==> src/rtl/lcd_write_ctrl.sv <==
// lcd_write_ctrl: HD44780 write-only byte sequencer with setup/enable/hold/exec timing
//
// Ports:
//   clk_clk      in   system clock, all state changes on rising edge
//   reset_reset  in   asynchronous active-high reset
//   cmd_valid    in   host presents a byte
//   cmd_rs       in   0 = instruction, 1 = character data
//   cmd_data     in   byte to write
//   cmd_ready    out  block can accept a byte (IDLE only)
//   busy         out  inverse of cmd_ready
//   lcd_data     out  DB7..DB0
//   lcd_rs       out  register select
//   lcd_rw       out  read/write, tied low
//   lcd_en       out  registered enable strobe
//
// Optional feature: define LCD_INIT_EN to add a PWRUP_CYC power-up delay followed by
// the init bytes 0x38, 0x0C, 0x01, 0x06 before the host is served.
module lcd_write_ctrl #(
    parameter int SETUP_CYC = 4,
    parameter int E_CYC     = 12,
    parameter int HOLD_CYC  = 4,
    parameter int EXEC_CYC  = 2000,
    parameter int LONG_CYC  = 82000,
    parameter int PWRUP_CYC = 750000
) (
    input  logic       clk_clk,
    input  logic       reset_reset,
    input  logic       cmd_valid,
    input  logic       cmd_rs,
    input  logic [7:0] cmd_data,
    output logic       cmd_ready,
    output logic       busy,
    output logic [7:0] lcd_data,
    output logic       lcd_rs,
    output logic       lcd_rw,
    output logic       lcd_en
);
    function automatic int max2(int a, int b);
        return (a > b) ? a : b;
    endfunction

    // Counter is sized for the largest delay (PWRUP_CYC only affects width), never below 20 bits.
    localparam int MAX_CYC = max2(max2(max2(SETUP_CYC, E_CYC), max2(HOLD_CYC, EXEC_CYC)),
                                  max2(LONG_CYC, PWRUP_CYC));
    localparam int CW      = max2(20, $clog2(MAX_CYC + 1));

    typedef enum logic [2:0] {
        S_IDLE,
        S_SETUP,
        S_PULSE,
        S_HOLD,
        S_WAIT,
        S_PWRUP,
        S_INIT
    } state_t;

    state_t          r_state;
    state_t          w_state_nx;
    logic [CW-1:0]   r_cnt;
    logic [CW-1:0]   w_cnt_nx;
    logic            r_rs;
    logic            w_rs_nx;
    logic [7:0]      r_data;
    logic [7:0]      w_data_nx;
    logic            r_en;
    logic            w_done;
    logic            w_long;

    assign w_done = (r_cnt == '0);
    // Clear display / return home need the long execution time.
    assign w_long = ~r_rs & ((r_data == 8'h01) | (r_data == 8'h02) | (r_data == 8'h03));

`ifdef LCD_INIT_EN
    logic [2:0]      r_idx;
    logic [2:0]      w_idx_nx;
    logic [7:0]      w_init_byte;
    logic            w_pwrup_done;

    assign w_init_byte  = r_idx[1] ? (r_idx[0] ? 8'h06 : 8'h01) : (r_idx[0] ? 8'h0C : 8'h38);
    // Reset clears the counter, so the power-up delay counts upward from zero.
    assign w_pwrup_done = (r_cnt == CW'(PWRUP_CYC - 1));
`endif

    always_comb begin
        w_state_nx = r_state;
        w_cnt_nx   = w_done ? r_cnt : r_cnt - 1'b1;
        w_rs_nx    = r_rs;
        w_data_nx  = r_data;
`ifdef LCD_INIT_EN
        w_idx_nx   = r_idx;
`endif
        case (r_state)
            S_IDLE: begin
                if (cmd_valid) begin
                    w_state_nx = S_SETUP;
                    w_cnt_nx   = CW'(SETUP_CYC - 1);
                    w_rs_nx    = cmd_rs;
                    w_data_nx  = cmd_data;
                end
            end
            S_SETUP: begin
                if (w_done) begin
                    w_state_nx = S_PULSE;
                    w_cnt_nx   = CW'(E_CYC - 1);
                end
            end
            S_PULSE: begin
                if (w_done) begin
                    w_state_nx = S_HOLD;
                    w_cnt_nx   = CW'(HOLD_CYC - 1);
                end
            end
            S_HOLD: begin
                if (w_done) begin
                    w_state_nx = S_WAIT;
                    w_cnt_nx   = w_long ? CW'(LONG_CYC - 1) : CW'(EXEC_CYC - 1);
                end
            end
            S_WAIT: begin
                if (w_done) begin
`ifdef LCD_INIT_EN
                    w_state_nx = (r_idx == 3'd4) ? S_IDLE : S_INIT;
`else
                    w_state_nx = S_IDLE;
`endif
                end
            end
`ifdef LCD_INIT_EN
            S_PWRUP: begin
                w_cnt_nx = w_pwrup_done ? '0 : r_cnt + 1'b1;
                if (w_pwrup_done) begin
                    w_state_nx = S_INIT;
                end
            end
            S_INIT: begin
                w_state_nx = S_SETUP;
                w_cnt_nx   = CW'(SETUP_CYC - 1);
                w_rs_nx    = 1'b0;
                w_data_nx  = w_init_byte;
                w_idx_nx   = r_idx + 1'b1;
            end
`endif
            default: begin
                w_state_nx = S_IDLE;
                w_cnt_nx   = '0;
            end
        endcase
    end

    always_ff @(posedge clk_clk or posedge reset_reset) begin
        if (reset_reset) begin
`ifdef LCD_INIT_EN
            r_state <= S_PWRUP;
`else
            r_state <= S_IDLE;
`endif
            r_cnt   <= '0;
            r_rs    <= 1'b0;
            r_data  <= 8'h00;
            r_en    <= 1'b0;
        end else begin
            r_state <= w_state_nx;
            r_cnt   <= w_cnt_nx;
            r_rs    <= w_rs_nx;
            r_data  <= w_data_nx;
            // Enable is a flop driven from the next state, so it cannot glitch.
            r_en    <= (w_state_nx == S_PULSE);
        end
    end

`ifdef LCD_INIT_EN
    always_ff @(posedge clk_clk or posedge reset_reset) begin
        if (reset_reset) begin
            r_idx <= 3'd0;
        end else begin
            r_idx <= w_idx_nx;
        end
    end
`endif

    assign cmd_ready = (r_state == S_IDLE);
    assign busy      = ~cmd_ready;
    assign lcd_data  = r_data;
    assign lcd_rs    = r_rs;
    assign lcd_rw    = 1'b0;
    assign lcd_en    = r_en;

endmodule
==> config.mk <==
export PLATFORM = sky130hd
export DESIGN_NAME = lcd_write_ctrl
export DESIGN_NICKNAME = d
export VERILOG_FILES = /design/src/rtl/lcd_write_ctrl.sv
export SDC_FILE = /design/constraint.sdc
export NUM_CORES = 1
export LEC_CHECK = 0
export ABC_AREA = 1
export BUFFER_PORTS_ARGS = -buffer_cell sky130_fd_sc_hd__buf_2
export CORE_ASPECT_RATIO = 1.75
export CORE_MARGIN = 3
export CORE_UTILIZATION = 52
export CTS_CLUSTER_DIAMETER = 40
export CTS_CLUSTER_SIZE = 14
export DETAILED_ROUTE_END_ITERATION = 16
export GPL_TIMING_DRIVEN = 1
export HOLD_SLACK_MARGIN = 0.06
export PLACE_DENSITY = 0.86
export SLEW_MARGIN = 20
export SYNTH_ARGS = -nofsm -noshare
export SYNTH_HDL_FRONTEND = slang
export SYNTH_SLANG_ARGS = --single-unit
==> constraint.sdc <==
create_clock -name clk_clk -period 1.76 [get_ports clk_clk]
set_input_delay 0.352 -clock clk_clk [delete_from_list [all_inputs] [get_ports clk_clk]]
set_output_delay 0.352 -clock clk_clk [all_outputs]
set_load 0.005 [all_outputs]
==> results.toml <==
[logic_synthesis]
ys_ff_latch = 33
netlist_top_cells_count = "nand2_1, nor2_1, inv_1"
synth.most_common_cell = "nand2_1"
ys_seq_area_share_pct = 38.92
async_flop_share_pct = 100.0
synth_edf_count = 0
yosys-top-cells-area = "dfrtp_1, nand2_1, nor2_1, inv_1, nand3_1"
yosysTopAreaCell = "dfrtp_1"
synth_nets = 316
syn_avg_cell_area_um2 = 7.050
synth_top_area_share_pct = 38.92
synth_flop_cell = "dfrtp_1"
yosysWarnings = 0
syn-cell-area_mm2 = 0.002122
syn_inst = 301
synth.distinct_cells = 31

[route]
drc = 0
postRouteAntennaNets = 0
dr.pass1.iters = 4
vias = 2141
wire_per_inst_um = 14.48
viasPerCell = 5.353
drt_iter0_markers = 84
drt_wl_total_um = 5792

[pwr]
ir_worst_vdd_mv = 0.5484
finalPower_mw = 1.431
p_comb_share_pct = 2.1
p_int_mw = 1.122
clkPwrFrac_pct = 44.9
p_sw_share_pct = 21.62
p_switching_uw = 309.4
leakage_nw = 1.445
seqPwrFrac_pct = 53.0
powerDensity_mw_per_mm2 = 551.9

[final_layout]
fin_util_pct = 66.44
nNetsFinal = 366
antenna_cells = 0
multiInputGateArea_mm2 = 0.001146
final_area_mm2 = 0.002594
regArea_um2 = 825.8
syn_to_final_growth_pct = 22.23
fillers = 332
layout-drive-gt1-share_pct = 24.72

[floorplan]
start_util_pct = 54.36
die_w_um = 54.29
die_height_um = 90.51
die-area_mm2 = 0.004914
num_rows = 30
core_area_mm2 = 0.003904
num_io_pins = 25

[grt]
grt_pass1_vias = 2161
grt_usage_pct = 25.97
antenna_found_initial = 0
grt_overflow = 0
grt_first_pass_wirelength_um = 9225
grt_max_degree = 34

[setup_path]
r2r-start = "r_cnt[4]"
crit_path_start_kind = "flop"
critPathRequiredTime_ns = 1.91
startpoint = "r_cnt[4]"
cp.arrival_ns = 1.81
crit_fanout = 5
worstSetupPathType = "reg2reg"
ff2ff_path_depth = 7
end_kind = "flop"

[clock_network]
hold_buffers = 0
clk_latency_ns = 0.29
clockBufferDepth = 2
cts_buffers = 5
htree_levels = 2
cts_tree = "done"
ctsRootBufferMaster = "clkbuf_8"
clkSinkCount = 33
clk_pin_slew_ns = 0.07

[timing]
setup_ws_ns = 0.09565
drv_slew = 0
period_share_pct = 94.57
hold_violations = 0
clock_skew_ns = 0.008443
fmax_mhz = 600.8
period_needed_ns = 1.664
setup_violations = 0

[placement]
place_area_mm2 = 0.002425
portBuffers = 23
dpl.hpwl_um = 4568
dp_slack_ns = 0.05219
globalplace.congestion = 0.9609

[run_status]
status = "complete, no violations"

[job]
maxCapViolCount = 0

[hold_path]
hold_path.class = "in2async"
==> layout make-up <==
class / instances / area share, %
Multi-Input combinational cell: 218 / 44.19
Inverter: 48 / 6.946
Clock inverter: 1 / 0.1930
Tap cell: 48 / 2.315
Sequential cell: 33 / 31.84
Clock buffer: 7 / 3.714
Timing Repair Buffer: 45 / 10.81
==> what timing repair did <==
item                       4_1_cts  5_1_grt
setup endpoints to repair        0       19
buffers inserted                 0        1
gates resized for setup          0       16
==> cells in the final DEF (no fill, tap or decap), types with 3 or more instances in the layout <==
cell type,count
o21ai_0,9
mux2_2,5
buf_4,22
nor2_4,7
clkbuf_8,7
nand4_1,5
nor2_1,49
a21oi_1,5
nand3_1,25
nand2_1,76
inv_1,46
nor2_2,10
dfrtp_1,33
buf_2,23
xor2_1,4
ha_1,3
==> logic make-up (layout without fill, tap and decap cells) <==
family,after synthesis,after routing,synth area share [%]
buf+inv,51,101,9.906
flops,33,33,38.92
xor+xnor,5,5,2.064
mux,6,6,3.360
simple gates,183,184,38.62
fa+ha+maj,3,3,1.769
other cells,1,1,0.1767
compound gates,19,19,5.188
==> worst max-delay path, stage by stage, from the launching register on <==
cell,delay (ns)
dfrtp_1,0.41
nor2_2,0.19
nand2_2,0.14
nor2_4,0.16
nand3_4,0.11
ha_1,0.29
nand2_1,0.09
o311ai_0,0.13
==> metrics by stage <==
step	setup TNS, ns	hold WS, ns	std cells
floorplan	0	0.4809	301
global placement	0	0.4600	390
detailed placement	0	0.4681	390
CTS	0	0.1582	398
global route	-0.02120	0.1646	400
finish	0	0.1343	400
==> power groups by stage <==
stage | Sequential [mW] | Combinational (mW) | Clock (mW)
floorplan | 0.773 | 0.0141 | 0
global placement | 0.773 | 0.0306 | 0
detailed placement | 0.773 | 0.0317 | 0
CTS | 0.758 | 0.0318 | 0.645
global route | 0.758 | 0.0342 | 0.675
finish | 0.758 | 0.0305 | 0.643
==> sequential cells by signal, summed over array words and instances, names as in the netlist <==
signal / cells
lcd_rs: 1
lcd_en: 1
r_cnt: 20
r_state: 3
lcd_data: 8
==> path summary, 6_finish.rpt <==
kind                       slack [ns]           to
max                               0.1     r_cnt[0]
min                              0.13     r_cnt[5]
max reg2reg                       0.1     r_cnt[0]
min reg2reg                      0.53  lcd_data[4]
max in group asynchronous        1.30  lcd_data[5]
min in group clk_clk             0.29  lcd_data[4]
==> per-layer routing <==
layer / global-route usage [%] / vias up / wire length [um] / share of wire, %
met1: 23.49 / 981 / 1856 / 32
met5: 0 / - / 0 / 0
met4: 15.18 / 0 / 350 / 6.0
li1: - / 1035 / - / -
met3: 4.298 / 35 / 235 / 4.1
met2: 48.60 / 90 / 3349 / 58
(Power assumes the default switching activity.)
